### src/rtl/pipe_debug_ctrl_if.sv
// Command channel between the debug/UART unit and the pipeline run/step controller.
// The debug unit is the master; the controller is the slave and returns cmd_ready.
interface pipe_debug_ctrl_if;
   logic       cmd_valid;
   logic [1:0] cmd_code;
   logic       cmd_ready;

   modport master (output cmd_valid, output cmd_code, input cmd_ready);
   modport slave  (input cmd_valid, input cmd_code, output cmd_ready);
endinterface

### src/rtl/pipe_debug_ctrl.sv
// Run/step controller for the IF_ID, ID_EX, EX_MEM and MEM_WB pipeline latches.
// Drives the shared enableDebug/resetDebug latch controls from debug-unit commands,
// halts when the end-of-program marker reaches writeback, and counts enabled cycles.
// Optional macro CYCLE_BREAK_EN adds a cycle-count breakpoint (bp_cycle/bp_hit ports).
// Outputs are registered from the next state, so they settle right after the rising
// edge and are stable before the latches sample on the falling edge.
module pipe_debug_ctrl #(
   parameter int unsigned CNT_W      = 32,
   parameter int unsigned RST_CYCLES = 2
) (
   input  logic             clk,
   input  logic             reset,
   pipe_debug_ctrl_if.slave cmd,
   input  logic             eop_wb,
   output logic             enableDebug,
   output logic             resetDebug,
   output logic             halted,
   output logic             step_done,
   output logic             cmd_err,
   output logic [CNT_W-1:0] cycle_count
`ifdef CYCLE_BREAK_EN
   ,
   input  logic [CNT_W-1:0] bp_cycle,
   output logic             bp_hit
`endif
);

   typedef enum logic [2:0] {
      IDLE,
      RUN,
      STEP,
      RESTART,
      HALT
   } stateT;

   typedef enum logic [1:0] {
      CMD_STOP    = 2'b00,
      CMD_RUN     = 2'b01,
      CMD_STEP    = 2'b10,
      CMD_RESTART = 2'b11
   } cmdT;

   stateT            state;
   stateT            nextState;
   logic             accept;
   cmdT              code;
   logic             errNext;
   logic             bpNext;
   logic [CNT_W-1:0] countInc;
   logic [3:0]       rstCnt;

   // Next-state decision; priority in RUN is RESTART > eop_wb > STOP > breakpoint.
   always_comb begin
      nextState = state;
      errNext   = 1'b0;
      bpNext    = 1'b0;
      accept    = cmd.cmd_valid && cmd.cmd_ready;
      code      = cmdT'(cmd.cmd_code);
      countInc  = (&cycle_count) ? cycle_count : cycle_count + 1'b1;
      case (state)
         IDLE: begin
            if (accept) begin
               case (code)
                  CMD_STOP:    errNext   = 1'b1;
                  CMD_RUN:     nextState = RUN;
                  CMD_STEP:    nextState = STEP;
                  CMD_RESTART: nextState = RESTART;
                  default:     nextState = IDLE;
               endcase
            end
         end
         RUN: begin
            if (accept && (code == CMD_RUN || code == CMD_STEP))
               errNext = 1'b1;
            if (accept && code == CMD_RESTART)
               nextState = RESTART;
            else if (eop_wb)
               nextState = HALT;
            else if (accept && code == CMD_STOP)
               nextState = IDLE;
`ifdef CYCLE_BREAK_EN
            else if (bp_cycle != '0 && countInc == bp_cycle) begin
               nextState = IDLE;
               bpNext    = 1'b1;
            end
`endif
         end
         STEP: begin
            nextState = eop_wb ? HALT : IDLE;
         end
         RESTART: begin
            if (rstCnt <= 4'd1)
               nextState = IDLE;
         end
         HALT: begin
            if (accept) begin
               if (code == CMD_RESTART)
                  nextState = RESTART;
               else
                  errNext = 1'b1;
            end
         end
         default: nextState = IDLE;
      endcase
   end

   // State, registered outputs, restart down-counter and executed-cycle counter.
   always_ff @(posedge clk) begin
      if (reset) begin
         state         <= IDLE;
         enableDebug   <= 1'b0;
         resetDebug    <= 1'b0;
         halted        <= 1'b0;
         step_done     <= 1'b0;
         cmd_err       <= 1'b0;
         cmd.cmd_ready <= 1'b1;
         cycle_count   <= '0;
         rstCnt        <= '0;
`ifdef CYCLE_BREAK_EN
         bp_hit        <= 1'b0;
`endif
      end else begin
         state         <= nextState;
         enableDebug   <= (nextState == RUN) || (nextState == STEP);
         resetDebug    <= (nextState == RESTART);
         halted        <= (nextState == HALT);
         cmd.cmd_ready <= (nextState == IDLE) || (nextState == RUN) || (nextState == HALT);
         step_done     <= (state == STEP);
         cmd_err       <= errNext;
`ifdef CYCLE_BREAK_EN
         bp_hit        <= bpNext;
`endif
         // Restart entry clears the count even if the pipeline was enabled this cycle.
         if (nextState == RESTART && state != RESTART) begin
            cycle_count <= '0;
            rstCnt      <= 4'(RST_CYCLES);
         end else begin
            if (enableDebug)
               cycle_count <= countInc;
            if (state == RESTART)
               rstCnt <= rstCnt - 4'd1;
         end
      end
   end

`ifndef CYCLE_BREAK_EN
   logic unusedBp;
   assign unusedBp = bpNext;
`endif

endmodule

### src/flat_wrapper.sv
// flat-port wrapper written by rule: the top's interface ports become plain ports
module pipe_debug_ctrl_flat 
#(
   parameter int unsigned CNT_W      = 32,
   parameter int unsigned RST_CYCLES = 2
)
  (clk, reset, eop_wb, enableDebug, resetDebug, halted, step_done, cmd_err, cycle_count, cmd_cmd_valid, cmd_cmd_code, cmd_cmd_ready);
  pipe_debug_ctrl_if cmd_i ();
  input  logic clk;
  input  logic reset;
  input  logic eop_wb;
  output logic enableDebug;
  output logic resetDebug;
  output logic halted;
  output logic step_done;
  output logic cmd_err;
  output logic [CNT_W-1:0] cycle_count;
  input wire logic [$bits(cmd_i.cmd_valid)-1:0] cmd_cmd_valid;
  input wire logic [$bits(cmd_i.cmd_code)-1:0] cmd_cmd_code;
  output wire logic [$bits(cmd_i.cmd_ready)-1:0] cmd_cmd_ready;
  assign cmd_i.cmd_valid = cmd_cmd_valid;
  assign cmd_i.cmd_code = cmd_cmd_code;
  assign cmd_cmd_ready = cmd_i.cmd_ready;
  pipe_debug_ctrl #(.CNT_W(CNT_W), .RST_CYCLES(RST_CYCLES)) u_core (.clk(clk), .reset(reset), .cmd(cmd_i), .eop_wb(eop_wb), .enableDebug(enableDebug), .resetDebug(resetDebug), .halted(halted), .step_done(step_done), .cmd_err(cmd_err), .cycle_count(cycle_count));
endmodule
### config.mk
export PLATFORM = sky130hd
export DESIGN_NAME = pipe_debug_ctrl_flat
export DESIGN_NICKNAME = d
export VERILOG_FILES = /design/src/rtl/pipe_debug_ctrl_if.sv /design/src/rtl/pipe_debug_ctrl.sv /design/src/flat_wrapper.sv
export SDC_FILE = /design/constraint.sdc
export NUM_CORES = 1
export LEC_CHECK = 0
export ABC_AREA = 1
export CORE_ASPECT_RATIO = 0.75
export CORE_MARGIN = 10
export CORE_UTILIZATION = 34
export CTS_CLUSTER_SIZE = 12
export DETAILED_ROUTE_END_ITERATION = 8
export SYNTH_ARGS = -nofsm -noshare
export SYNTH_HDL_FRONTEND = slang
export SYNTH_SLANG_ARGS = --single-unit
### constraint.sdc
create_clock -name clk -period 1.9 [get_ports clk]
set_input_delay 0.285 -clock clk [delete_from_list [all_inputs] [get_ports clk]]
set_output_delay 0.285 -clock clk [all_outputs]
set_load 0.02 [all_outputs]
**After elaboration in Yosys (flattened, before gate mapping)**

Index checks and enable logic that the tools add are counted.

- Mux-type cells: 18
- $lt $le $gt $ge: 1
- Equal/unequal tests: 12
- Divide/modulo/power cells: 0
- Reduce and logical (&&, ||, !) cells: 16
- Shifts and indexed selects: 0
- Add/sub/neg operators: 2
- Multipliers: 0
- Bitwise operators: 1

Operators by type and width:

| kind | count |
|---|---|
| $add 32x1->32 const B | 1 |
| $reduce_and 32->1 | 1 |
| $mux 3 | 8 |
| $pmux 3 s5 | 1 |
| $eq 3x2->1 const B | 4 |
| $pmux 3 s3 | 1 |
| $eq 3x1->1 const B | 2 |
| $eq 3x3->1 const B | 2 |
| $logic_not 3->1 | 2 |
| $logic_and 1x1->1 | 5 |
| $mux 1 | 5 |
| $eq 2x2->1 const B | 2 |
| $le 4x1->1 const B | 1 |
| $logic_or 1x1->1 | 4 |
| $mux 2 | 2 |
| $sub 4x1->4 const B | 1 |
| $ne 3x2->1 const B | 1 |
| $pmux 1 s3 | 1 |
| $eq 2x1->1 const B | 1 |
| $logic_not 2->1 | 1 |
| $reduce_and 2->1 | 1 |
| $reduce_bool 2->1 | 1 |
| $reduce_or 2->1 | 1 |
| $not 1->1 | 1 |

- Input port bits: 6
- Bits in read-only memories: 0
- Memories kept: 0
- Bits in writable memories: 0
- Bits in latches: 0
- Register bits: 45
- Logic and storage cells: 60

**Logic depth before layout (Yosys ltp)**

Gate-level depths: netlist of the first run.

- Depth after elaboration: 9
- Gate-level depth with buffers: 13
- Gate-level depth less buffers: 12

**Least setup slack after synthesis of the first run**

Ideal clock, no wire load.

- Path kind: register -> register
- Start point: register u_core.cycle_count[0]
- End point: register u_core.cycle_count[26]
- Cell stages (with the launch flop): 12
- Data arrival time: 1.793 ns
- Slack: -0.007 ns
- Clock period less this slack: 1.907 ns
- Buffers on the path: 1
- Cell sequence: dfxtp_1 -> ha_1 -> inv_2 -> nor2_4 -> nand2_4 -> nor2_8 -> nand2_8 -> nand2_8 -> inv_6 -> buf_8 -> a21oi_1 -> nor2_1

- Cells in the longest elaborated chain, start to end: 3
- Elaborated cells on any way between the ends: 4
- Those cells by class: add/sub: 1; bitwise: 1; reduce/logical: 2

RTL lines:

| element | RTL line | RTL |
|---|---|---|
| from (decl) | pipe_debug_ctrl.sv:20 | `output logic [CNT_W-1:0] cycle_count` |
| from (signal assigned) | pipe_debug_ctrl.sv:139 | `cycle_count <= countInc;` |
| branches (longest 3 deep; another with $add 32x1->32) | -- |  |

Parallel ways; which one is timed is not known.
A chain may end at the register's enable or synchronous reset.

**Worst setup path in the final report of the first run**

- Start point: register u_core.enableDebug
- End point: output port enableDebug

RTL lines:

| element | RTL line | RTL |
|---|---|---|
| from (decl) | pipe_debug_ctrl.sv:15 | `output logic enableDebug,` |
| from (signal assigned) | pipe_debug_ctrl.sv:124 | `enableDebug <= (nextState == RUN) \|\| (nextState == STEP);` |
| to (decl) | flat_wrapper.sv:12 | `output logic enableDebug;` |

No word-level cell between the ends.

==> reports/summary.md, run 1 <==
The ratio of final minimum period to clock period was 0.932; the worst path setup slack after routing was 0.130 ns. In this run the horizontal extent of the chip is 130 µm. By area, the combinational part of the netlist is dominated by simple AND/OR/NAND/NOR gates. The overall die area is 13200 µm², and the setup slack after placement is -0.201 ns.

The tools report the remaining max-slew budget at the tightest pin as 0.695. The path with the worst hold slack has its endpoint at u_core.rstCnt[1]. For this design, the slowest cell found on the critical path is sky130_fd_sc_hd__clkdlybuf4s50_1. The clock latency of the later-clocked register in the worst-skew pair was 0.29 ns.

The vertical die dimension is 102 µm, and the mean instance size in the synthesized netlist is 6.27 µm². Detailed placement finished with a half-perimeter wire length of 6.63 mm. The fraction of power spent switching nets was 0.261. Kind of end point of the critical path: an output port.

The mux cell area share after synthesis is 0, and the power share of the clock group is 0.425. The internal power of the cells totals 1520 µW. The number of different library cells used by synthesis comes to 31. The sequential cells in the finished layout cover a total of 905 µm².

The count of final hold-check violations came out at 0. Wires add up to 8.41 mm. In the routed design, unresolved DRC markers number 0. For the max-cap check violation count, the log shows 0. The largest net degree at the start of global routing came out at 22. The initial cell density of the core is 0.356.

The kind of start point of the critical path was a flip-flop. The logs give 488 for the post-synthesis instance total and 1.48 ns for the signal arrival time at the worst endpoint. Dividing the detail-routed wire length by the instance count gives 12.6 µm. The critical path starts at u_core.enableDebug. The tools report the final hold slack as 0.510 ns.

Setup slack on the worst reg-to-reg path comes out at 0.17 ns. The tools report the startpoint of the tightest hold check path as u_core.rstCnt[1]. The number of flops mapped to enable cells by yosys came out at 0. The area growth from synthesis to layout is 28.6%.

The routability congestion estimate from global placement came out at 0.890. TritonCTS built the clock tree. The detail-routed via count per cell was 4.66. The core region is 8600 µm². The total clock buffers created by CTS was 5; the number of sinks handled by clock tree synthesis was 45. Across the VDD grid, the largest voltage drop is 0.000397 V. The cell area that synthesis handed to floorplanning was 3060 µm². Counting I/O delays and the setup requirement, the final critical path takes 1.77 ns.

The maximum fanout along the worst path came out at 4. In this run the critical register-to-register path is captured at u_core.cycle_count[26]. Sorting the synthesized cells by how often they occur yields 154 x sky130_fd_sc_hd__nand2_1, 93 x sky130_fd_sc_hd__nor2_1, 59 x sky130_fd_sc_hd__inv_1. Setup repair after global routing left no endpoint under its margin. The total overflow left after global routing is 0.

For this run, the slowest stage of the critical path takes 0.68 ns. For the maximum buffer depth of the clock tree, the log shows 2. The count of buffers added on input and output ports is 43.

The final max-slew violation count is 0, and the worst hold path cell count is 2. The maximum operating frequency was 0.565 GHz. The compound-gate portion of the synthesized area was 0.0700. The total power was 2060 µW. The number of buffer and inverter stages on the critical path is 1. The sequential fraction of design power is 0.470, and the row count is 29. Arithmetic-cell share of the synthesized area counting full adders, half adders and majority gates: 0.0327. The initial antenna violation count is 0.

On the final layout, the worst clock skew is 0.00471 ns. In the final layout, the multi-input gates occupy 1830 µm². The number of detailed-route iterations in the first pass is 4, and the CTS H-tree depth is 2. The run gives 502 as the post-synthesis net count. The total of flip-flops plus latches after synthesis was 45. The class of the tightest hold or removal check is reg -> reg.

The number of antenna cells inserted is 0, and the fraction of the core area covered by cells at the end of the flow is 0.457. Walking the worst path, the cells encountered are clkdlybuf4s50_1. The first global-routing pass estimated 14.3 mm of wire.

The tools report the root buffer selected by CTS as sky130_fd_sc_hd__clkbuf_16. The Yosys step of the flow raised 0 warnings. The switching power of the nets came out at 539 µW.

The run gives 0 as the count of antenna-violating nets left after detailed routing. The share of power burned in combinational logic was 0.105. The detailed router placed 3102 vias in this run. The share of async-settable or async-resettable flops after synthesis works out to 0. The area share of the largest cell type after synthesis was 0.295.

The global routing usage summed across all routing layers is 0.131, and the number of top-level pins is 44. For the worst setup path, the data required time is 1.62 ns. At the pin with the least slew margin, the transition time is 0.454 ns. The tools report the count of filler cells inserted in the layout as 899. The part of the Yosys area used for sequential elements was 0.295; the detailed router's first-iteration violation count was 217. The startpoint identified for the worst register-to-register timing path is u_core.cycle_count[6].

The cell with the most instances after synthesis is sky130_fd_sc_hd__nand2_1. The library cell occupying the most area in the post-synthesis netlist was sky130_fd_sc_hd__dfxtp_1. The flow ran to the end, and the final reports show no timing, DRC or antenna violations. The net count of the finished layout is 571. Setup violations remaining at the end of the flow were counted as 0.

The simple logic cell fraction of the synthesized area was 0.459; the layout cell share with drive strength beyond 1 was 0.147. The post-synthesis share of cell area spent on xor and xnor gates is 0.0315. Cell family with the largest share of critical-path delay: buffers and inverters.

The power per cell area works out to 525 nW/µm². The clock-pin slew on the worst setup and hold paths came out at 0.07 ns. The via count of the first global-routing pass is 2983, and the number of cells on the worst reg-to-reg path is 9. The run gives 0.00157 µW as the leakage power total. The most used flip-flop cell after synthesis is sky130_fd_sc_hd__dfxtp_1. Type of the worst setup path: reg -> out. In the post-synthesis netlist, the biggest area contributors are sky130_fd_sc_hd__dfxtp_1 29%, sky130_fd_sc_hd__nand2_1 19%, sky130_fd_sc_hd__nor2_1 11%.
[through the flow]
step                instance area [µm²]  instances  setup TNS [ns]
finish                             3930        666               0
floorplan                          3060        488               0
global placement                   3760        658           -4.56
global route                       3930        666               0
CTS                                3910        666               0
detailed placement                 3760        658           -6.55
[cell type report]
cell class                      count  area share
Timing Repair Buffer               73       0.174
Clock buffer                        5      0.0318
Inverter                           61      0.0595
Tap cell                          108      0.0344
Clock inverter                      3     0.00573
Sequential cell                    45       0.230
Multi-Input combinational cell    371       0.465
[power groups by stage]
| stage | combinational, µW | clock (µW) | sequential, µW |
|---|---|---|---|
| after floorplan | 140 | 0 | 998 |
| after global placement | 213 | 0 | 990 |
| after detailed placement | 216 | 0 | 991 |
| after CTS | 217 | 894 | 969 |
| after global routing | 239 | 937 | 970 |
| final | 217 | 876 | 969 |
[sequential cells by signal (all words and copies together) (netlist names)]
register              cells
u_core.cmd.cmd_ready      1
u_core.state              3
u_core.enableDebug        1
u_core.resetDebug         1
u_core.rstCnt             4
u_core.cmd_err            1
u_core.cycle_count       32
u_core.step_done          1
u_core.halted             1
[worst max path at each step]
stage / end / slack [ns] / cells past startpoint
floorplan: u_core.cycle_count[26] / 0.02 / 11
global placement: u_core.cycle_count[4] / -0.14 / 12
detailed placement: u_core.cycle_count[4] / -0.20 / 12
CTS: u_core.cycle_count[10] / 0.1 / 12
global route: u_core.cycle_count[30] / 0.002 / 9
finish: enableDebug / 0.13 / 1
[timing repair]
action                                 CTS  global route
gates resized for setup                  0             7
hold buffers                             0             0
buffers inserted                         0             0
setup endpoints to repair                0            34
endpoints found under the hold margin    0             0
[logic make-up (layout without fill, tap and decap cells)]
family / after synthesis / in the layout
DFF: 45 / 45
xor gates and xnor gates: 11 / 11
and+or+nand+nor: 319 / 319
buffers and inverters: 72 / 142
adders and majority gates: 8 / 8
AOI/OAI and AO/OA: 33 / 33
[layer usage]
layer	part of all wire	global-route usage	vias up
met2	0.43	0.206	63
met4	0.0052	0.0216	0
met3	0.075	0.0352	6
met1	0.49	0.180	1394
met5	0	0	-
li1	-	-	1639
[cell usage in the layout, fill, tap and decap left out, drive strengths merged]
cell type	instances
nand3	38
o21ai	5
dfxtp	45
nor2	102
o211ai	1
inv	61
a21oi	25
clkinvlp	3
nand2	165
nor3b	1
xnor2	6
dlymetal6s2s	1
or2	1
buf	30
ha	8
nor3	4
nand4	8
xor2	5
clkdlybuf4s50	42
clkbuf	5
o21bai	2
[worst reg2reg max path, delay by kind of cell, from the launching register on]
kind	cells	cell delay [ns]
DFF	1	0.42
buffers and inverters	1	0.12
and+or+nand+nor	7	0.90
AOI/OAI and AO/OA	1	0.18
Note: power is estimated with default switching activity, not from simulation.
==> run 2, diff against run 1 <==
--- a/config.mk
+++ b/config.mk
@@ -7,7 +7,6 @@
 export LEC_CHECK = 0
 export ABC_AREA = 1
 export CORE_ASPECT_RATIO = 0.75
-export CORE_MARGIN = 10
 export CORE_UTILIZATION = 34
 export CTS_CLUSTER_SIZE = 12
 export DETAILED_ROUTE_END_ITERATION = 8
==> run 2 against run 1 <==
  * The flow now finishes with violations (design-rule violations)
  * Critical path depth increased by 11
  * Sequential share of layout area decreased by 0.52 points
  * Sequential cell count unchanged
  * Hold slack improved by 0.0018 ns
  * Clock skew increased by 0.0021 ns
  * Utilization grew 1.0 points
  * Sequential power down 0.4%
  * Register-to-register slack about the same
  * Clock-buffer cell count unchanged
  * Clock power barely moved
  * Critical path type is now reg -> reg
  * Critical endpoint is now u_core.cycle_count[5]
  * Largest cell class unchanged
==> reports/summary.md, run 2 (synthesis results as in run 1) <==
The layout cell share with drive strength beyond 1 is 0.158. Across the VDD grid, the largest voltage drop is 0.000290 V. At the end of routability-driven placement, the weighted congestion stood at 0.863. The count of antenna-violating nets left after detailed routing came out at 0. The run gives 0.579 GHz as the maximum operating frequency. Counting flops per register, the top entry is u_core.cycle_count. The setup slack of the most critical reg-to-reg path is 0.17 ns, and the detail-routed via count per cell is 4.69. The tools report the signal arrival time at the worst endpoint as 1.95 ns. TritonCTS created 5 clock buffers. Global-route wire length before repair: 13.7 mm.

For the final hold slack, the log shows 0.512 ns. The pre-antenna-repair detailed-routing pass consisted of 6 iterations. The final max-slew violation count is 0, and the clock latency of the later-clocked register in the worst-skew pair is 0.29 ns. The flow ran to the end, but the final reports show violations.

Traced cell by cell, the critical path runs through ha_1, inv_2, nor2_4, nand2_4, nor2_8, nand2_8, nand2_8, buf_4, nand2_1, o21ai_0, inv_1, nor2_1. The run gives 2 as the maximum buffer depth of the clock tree. Maximum fanout along the worst path: 14.

The tools report the routed wire length as 8.41 mm. STA puts the critical path data required time at 2.12 ns. The detailed router's first-iteration violation count came out at 155.

In this run the tool buffered the top-level ports with 43 buffer cells. The final layout contains 582 nets. Setup repair after global routing left no endpoint under its margin. The launching point of the worst reg2reg path was u_core.cycle_count[0]. The tools report the initial cell density of the core as 0.356.

The tools report the via count of the first global-routing pass as 2839. The critical path is of the reg -> reg type. Global routing finished with a remaining overflow of 0. Library cell contributing the largest single delay on the critical path: sky130_fd_sc_hd__dfxtp_2. The leakage power total came out at 0.00163 µW. Remaining max-slew budget at the tightest pin: 0.693. The run gives 0 as the total of endpoints with negative setup slack in the final report. Tracing the worst setup path back leads to its startpoint at u_core.cycle_count[0].

The tools report the post-route DRC violation count as 3. The CTS H-tree depth came out at 2. The tool flagged a number of max-cap violations equal to 0. Compared with the post-synthesis result, the final layout area differs by 31.5%.

The routed length per placed instance was 12.4 µm. For the count of hold-fix buffers inserted at cts, the log shows 0. The checks that failed: design-rule violations. Entering global routing, the biggest net connects 28 pins.

The clock-pin slew on the worst setup and hold paths is 0.07 ns. TritonCTS built the clock tree. Counting cells, the worst reg-to-reg path comes to 12. The ratio of final minimum period to clock period was 0.909; the row count was 29. The register with the most flip-flops in the layout has 32 of them.

Including well taps, the total number of placed cells is 662. The post-detailed-placement half-perimeter wirelength is 6.38 mm. For the initial antenna violation count, the log shows 0. The number of sinks handled by clock tree synthesis was 45; the pin slew with the least headroom to its limit was 0.457 ns.

Measured along the x axis, the die boundary spans 112 µm. Critical register-to-register path endpoint: u_core.cycle_count[5]. For this design the ratio of total power to cell area is 519 nW/µm². Between clock sinks in the finished design, the worst skew comes to 0.00686 ns. The tools report the capture point of the critical path as u_core.cycle_count[5]. In this run the vertical extent of the chip is 84.1 µm. Counting stages on the worst path, the most repeated cell is sky130_fd_sc_hd__nand2_8.

The count of final hold-check violations was 0; the number of antenna cells inserted was 0. The via total after detailed routing was 3175. The kind of start point of the critical path is a flip-flop. The tools report the global routing usage summed across all routing layers as 0.182. Most common cell after layout, fill and taps aside: sky130_fd_sc_hd__nand2_1. STA classifies the critical path endpoint as a flip-flop. The root buffer selected by CTS is sky130_fd_sc_hd__clkbuf_16. Subtracting the final worst setup slack from the clock period gives 1.73 ns. Class of the tightest hold or removal check: reg -> reg. Once layout is complete, the cells apart from fillers number 677. The biggest cell delay along the critical path is 0.33 ns, and the overall die area is 9380 µm². In the layout the commonest cells are 154 x sky130_fd_sc_hd__nand2_1, 92 x sky130_fd_sc_hd__nor2_1, 59 x sky130_fd_sc_hd__inv_1.

The largest registers in the layout are u_core.cycle_count: 32 flops, u_core.rstCnt: 4 flops, u_core.state: 3 flops. The tools report the total core area as 8600 µm². The number of top-level pins is 44.
run 2: changes by cell type in the layout (fill, tap and decap cells not counted), sizes merged:
cell	change
buf	+10
clkbuf	+1
clkdlybuf4s50	-1
dlymetal6s2s	+1
run 2: area by class of cell:
| class | instances | area (µm²) |
|---|---|---|
| Clock buffer | 5 | 125 |
| Clock inverter | 3 | 22.5 |
| Fill cell | 896 | 4580 |
| Inverter | 61 | 234 |
| Multi-Input combinational cell | 371 | 1820 |
| Sequential cell | 45 | 905 |
| Tap cell | 108 | 135 |
| Timing Repair Buffer | 84 | 781 |
run 2: worst min-delay path by stage:
stage,startpoint,end,slack (ns),cells past startpoint
after floorplan,reset,u_core.halted,0.36,1
after global placement,u_core.rstCnt[1],u_core.rstCnt[1],0.50,2
after detailed placement,u_core.rstCnt[1],u_core.rstCnt[1],0.51,2
after CTS,u_core.rstCnt[1],u_core.rstCnt[1],0.52,2
after global routing,u_core.rstCnt[1],u_core.rstCnt[1],0.54,2
final,u_core.rstCnt[1],u_core.rstCnt[1],0.51,2
run 2: where the power goes:
group / internal [µW] / switching (µW) / total (µW)
Sequential: 956 / 8.01 / 965
Combinational: 96.1 / 149 / 245
Clock: 487 / 389 / 876
run 2: repair_timing:
action | CTS | global route
setup endpoints to repair | 0 | 35
resized for setup | 0 | 8
setup buffers | 0 | 6
run 2: metal layers:
metal | vias up | track usage | wire (µm)
met5 | - | 0 | 0
li1 | 1670 | - | -
met1 | 1428 | 0.261 | 4250
met4 | 0 | 0.0295 | 17
met2 | 75 | 0.286 | 3670
met3 | 2 | 0.0347 | 470
run 2: critical path, delay by kind of cell, from the launching register on:
| family | cells | cell delay (ns) |
|---|---|---|
| simple gates | 7 | 0.79 |
| flops | 1 | 0.33 |
| buf+inv | 3 | 0.25 |
| fa+ha+maj | 1 | 0.19 |
| compound gates | 1 | 0.07 |
run 2: through the flow:
step                      utilization  power (µW)  cell area (µm²)  setup slack (ns)  TNS [ns]
after floorplan                     -        1140             3060            0.0243         0
after global placement          0.440        1200             3780            -0.105     -3.20
after detailed placement        0.440        1200             3780            -0.223     -7.41
after CTS                       0.457        2080             3930            0.0756         0
after global routing            0.468        2180             4020            0.0331         0
final                           0.468        2090             4020             0.172         0
==> run 3, diff against run 2 <==
--- a/config.mk
+++ b/config.mk
@@ -7,9 +7,10 @@
 export LEC_CHECK = 0
 export ABC_AREA = 1
 export CORE_ASPECT_RATIO = 0.75
-export CORE_UTILIZATION = 34
+export CORE_UTILIZATION = 55
 export CTS_CLUSTER_SIZE = 12
 export DETAILED_ROUTE_END_ITERATION = 8
+export PLACE_DENSITY = 0.81
 export SYNTH_ARGS = -nofsm -noshare
 export SYNTH_HDL_FRONTEND = slang
 export SYNTH_SLANG_ARGS = --single-unit
==> constraint.sdc (replaced) <==
create_clock -name clk -period 1.6 [get_ports clk]
set_input_delay 0.24 -clock clk [delete_from_list [all_inputs] [get_ports clk]]
set_output_delay 0.24 -clock clk [all_outputs]
set_load 0.02 [all_outputs]
==> run 3 against run 2 <==
  * The run ends with negative setup slack left
  * Utilization grew 33 points
  * Sequential cell count is the same
  * Wire length grew 12%
  * Die area shrank 37%
  * Global-route usage grew 13 points
  * Cell area grew 6.7%
  * Hold slack gained 0.018 ns
  * Clock power shrank 12%
  * Critical endpoint is now u_core.cycle_count[4]
  * Highest routed layer unchanged
==> reports/summary.md, run 3 (synthesis results as in run 1) <==
The final reports fail on negative setup slack. Clock tree skew after final layout: 0.00533 ns. The count of antenna-violating nets left after detailed routing is 0. By startpoint and endpoint, the worst setup path is classified as reg -> reg. 44 I/O pins were placed.

Detailed router's first-iteration violation count: 297. The final layout contains 592 nets. At the worst endpoint, the required time is 1.85 ns. For the initial antenna violation count, the log shows 0. The area growth from synthesis to final layout was 40.4%; the max-cap check violation count was 0.

After floorplanning, the core was sized to cover 5350 µm². The fraction of the core area covered by cells at the end of the flow came out at 0.802. Hold repair after CTS inserted 0 buffers. The total overflow left after global routing is 0. In the final layout, the multi-input gates occupy 2050 µm².

The final max-slew violation count came out at 0. The remaining max-slew budget at the tightest pin is 0.774, and the number of port buffers is 43. The run gives 2 as the CTS H-tree depth.

Once placement finished, the instance area stood at 3890 µm². For the via total after detailed routing, the log shows 3504. TritonCTS built the clock tree. The register with the most flip-flops in the layout has 32 of them. In the layout the commonest cells are 153 x sky130_fd_sc_hd__nand2_1, 68 x sky130_fd_sc_hd__nor2_1, 56 x sky130_fd_sc_hd__inv_1. The clock latency of the later-clocked register in the worst-skew pair is 0.32 ns, and the row count is 23. The largest registers in the layout are u_core.cycle_count: 32 flops, u_core.rstCnt: 4 flops, u_core.state: 3 flops. The pin slew with the least headroom to its limit is 0.337 ns. The largest register by flop count is u_core.cycle_count. The routability congestion estimate from global placement is 0.921, and the count of filler cells inserted in the layout is 376. The repair_antennas step left the layout with diodes totalling 0.

STA classifies the critical path endpoint as a flip-flop. Entering global routing, the biggest net connects 22 pins. The count of final hold-check violations came out at 0. The clock-pin slew on the worst setup and hold paths is 0.09 ns. For the worst path setup slack after routing, the log shows -0.205 ns. The kind of start point of the critical path was a flip-flop.

VDD sags by at most 0.000483 V. The via count of the first global-routing pass was 3139; the maximum buffer depth of the clock tree was 2. The logs give 5870 µm² for the overall die area and 0 for the post-route DRC violation count. Static timing analysis puts the maximum clock frequency at 0.554 GHz. The smallest clock period supported by the final layout is computed as 1.80 ns. After routing the design area is 4290 µm². The ratio of final minimum period to clock period was 1.13. Across the whole layout, storage elements account for 941 µm². In this run the clock root is driven by a sky130_fd_sc_hd__clkbuf_8. The detail-routed via count per cell came out at 5.36.

Dividing total power by cell area gives a power density of 527 nW/µm². The clock drives 45 sinks. The post-detailed-placement half-perimeter wirelength is 6.19 mm, and the initial cell density of the core is 0.571. The routed design has 9.45 mm of wire.

Summed over all cells, the static leakage comes to 0.00188 µW. In this run, CTS created clock tree buffers numbering 5. The library cell used most frequently in the layout, excluding fill and tap cells, is sky130_fd_sc_hd__nand2_1. Class of the tightest hold or removal check: reg -> reg.

The run finished, with violations left. The layout cell share with drive strength beyond 1 was 0.271. Setup violations remaining at the end of the flow were counted as 36. The number of detailed-route iterations in the first pass was 5; the vertical die dimension was 66.6 µm. The global-route wire length before repair is 13.8 mm.

In the final routed layout, each cell accounts on average for 14.5 µm. Data on the critical path arrives at its endpoint at 2.05 ns. Setup repair after global routing could not meet its margin everywhere. The run gives 0.310 as the global routing usage summed across all routing layers.

The maximum fanout along the worst path was 6; the width of the die was 88.1 µm.
==> run 3: final timing paths <==
check / startpoint / to / slack (ns) / depth (start not counted)
worst max register to register: u_core.rstCnt[0] / u_core.cycle_count[4] / -0.20 / 11
worst min register to register: u_core.rstCnt[1] / u_core.rstCnt[1] / 0.53 / 2
worst max-delay path: u_core.rstCnt[0] / u_core.cycle_count[4] / -0.20 / 11
worst min-delay path: u_core.rstCnt[1] / u_core.rstCnt[1] / 0.53 / 2
==> run 3: what timing repair did <==
action | 4_1_cts | 5_1_grt
gates cloned | 1 | 2
buffers inserted | 1 | 1
pin swaps | 4 | 21
resized for setup | 42 | 59
setup endpoints to repair | 62 | 42
==> run 3: final cells by class <==
class	instances	share of cell area
flip-flops and latches	45	0.219
repair buffers	94	0.205
inverters	61	0.0557
clock buffers	5	0.0160
clock inverters	3	0.00583
well taps	75	0.0219
multi-input cells	371	0.477
==> run 3: metrics by stage <==
| stage | hold WS, ns | total power (µW) | setup slack (ns) | std cells | TNS [ns] |
|---|---|---|---|---|---|
| finish | 0.530 | 2260 | -0.205 | 654 | -4.80 |
| CTS | 0.528 | 2210 | -0.00521 | 652 | -0.00521 |
| floorplan | 0.312 | 1350 | -0.00628 | 488 | -0.0388 |
| global placement | 0.499 | 1430 | -0.358 | 642 | -13.63 |
| detailed placement | 0.503 | 1440 | -0.479 | 642 | -17.77 |
| global route | 0.566 | 2350 | -0.239 | 654 | -6.51 |
==> run 3: where the power goes <==
part	leakage [µW]	switching, µW	total [µW]	internal, µW
Sequential	0.000377	17.0	1150	1130
Combinational	0.00146	212	349	138
Clock	0.0000452	449	768	319
Total	0.00188	678	2260	1590
==> run 3: critical path, stage by stage (launching register included) <==
cell	delay (ns)
sky130_fd_sc_hd__dfxtp_4	0.38
sky130_fd_sc_hd__inv_4	0.08
sky130_fd_sc_hd__ha_4	0.14
sky130_fd_sc_hd__nor2_2	0.04
sky130_fd_sc_hd__nor2_1	0.11
sky130_fd_sc_hd__nor2_1	0.08
sky130_fd_sc_hd__nor2_2	0.15
sky130_fd_sc_hd__nand3_2	0.17
sky130_fd_sc_hd__nand3_4	0.16
sky130_fd_sc_hd__nand2_8	0.10
sky130_fd_sc_hd__clkbuf_16	0.20
sky130_fd_sc_hd__nor2_1	0.12
==> run 3: routing by layer <==
layer  wire (µm)  GRT usage  part of all wire  vias up
li1            -          -                 -     1691
met1        4120      0.401              0.44     1615
met2        4270      0.507              0.45      174
met3         792     0.0620             0.084       24
met4         267      0.123             0.028        0
met5           0          0                 0        -
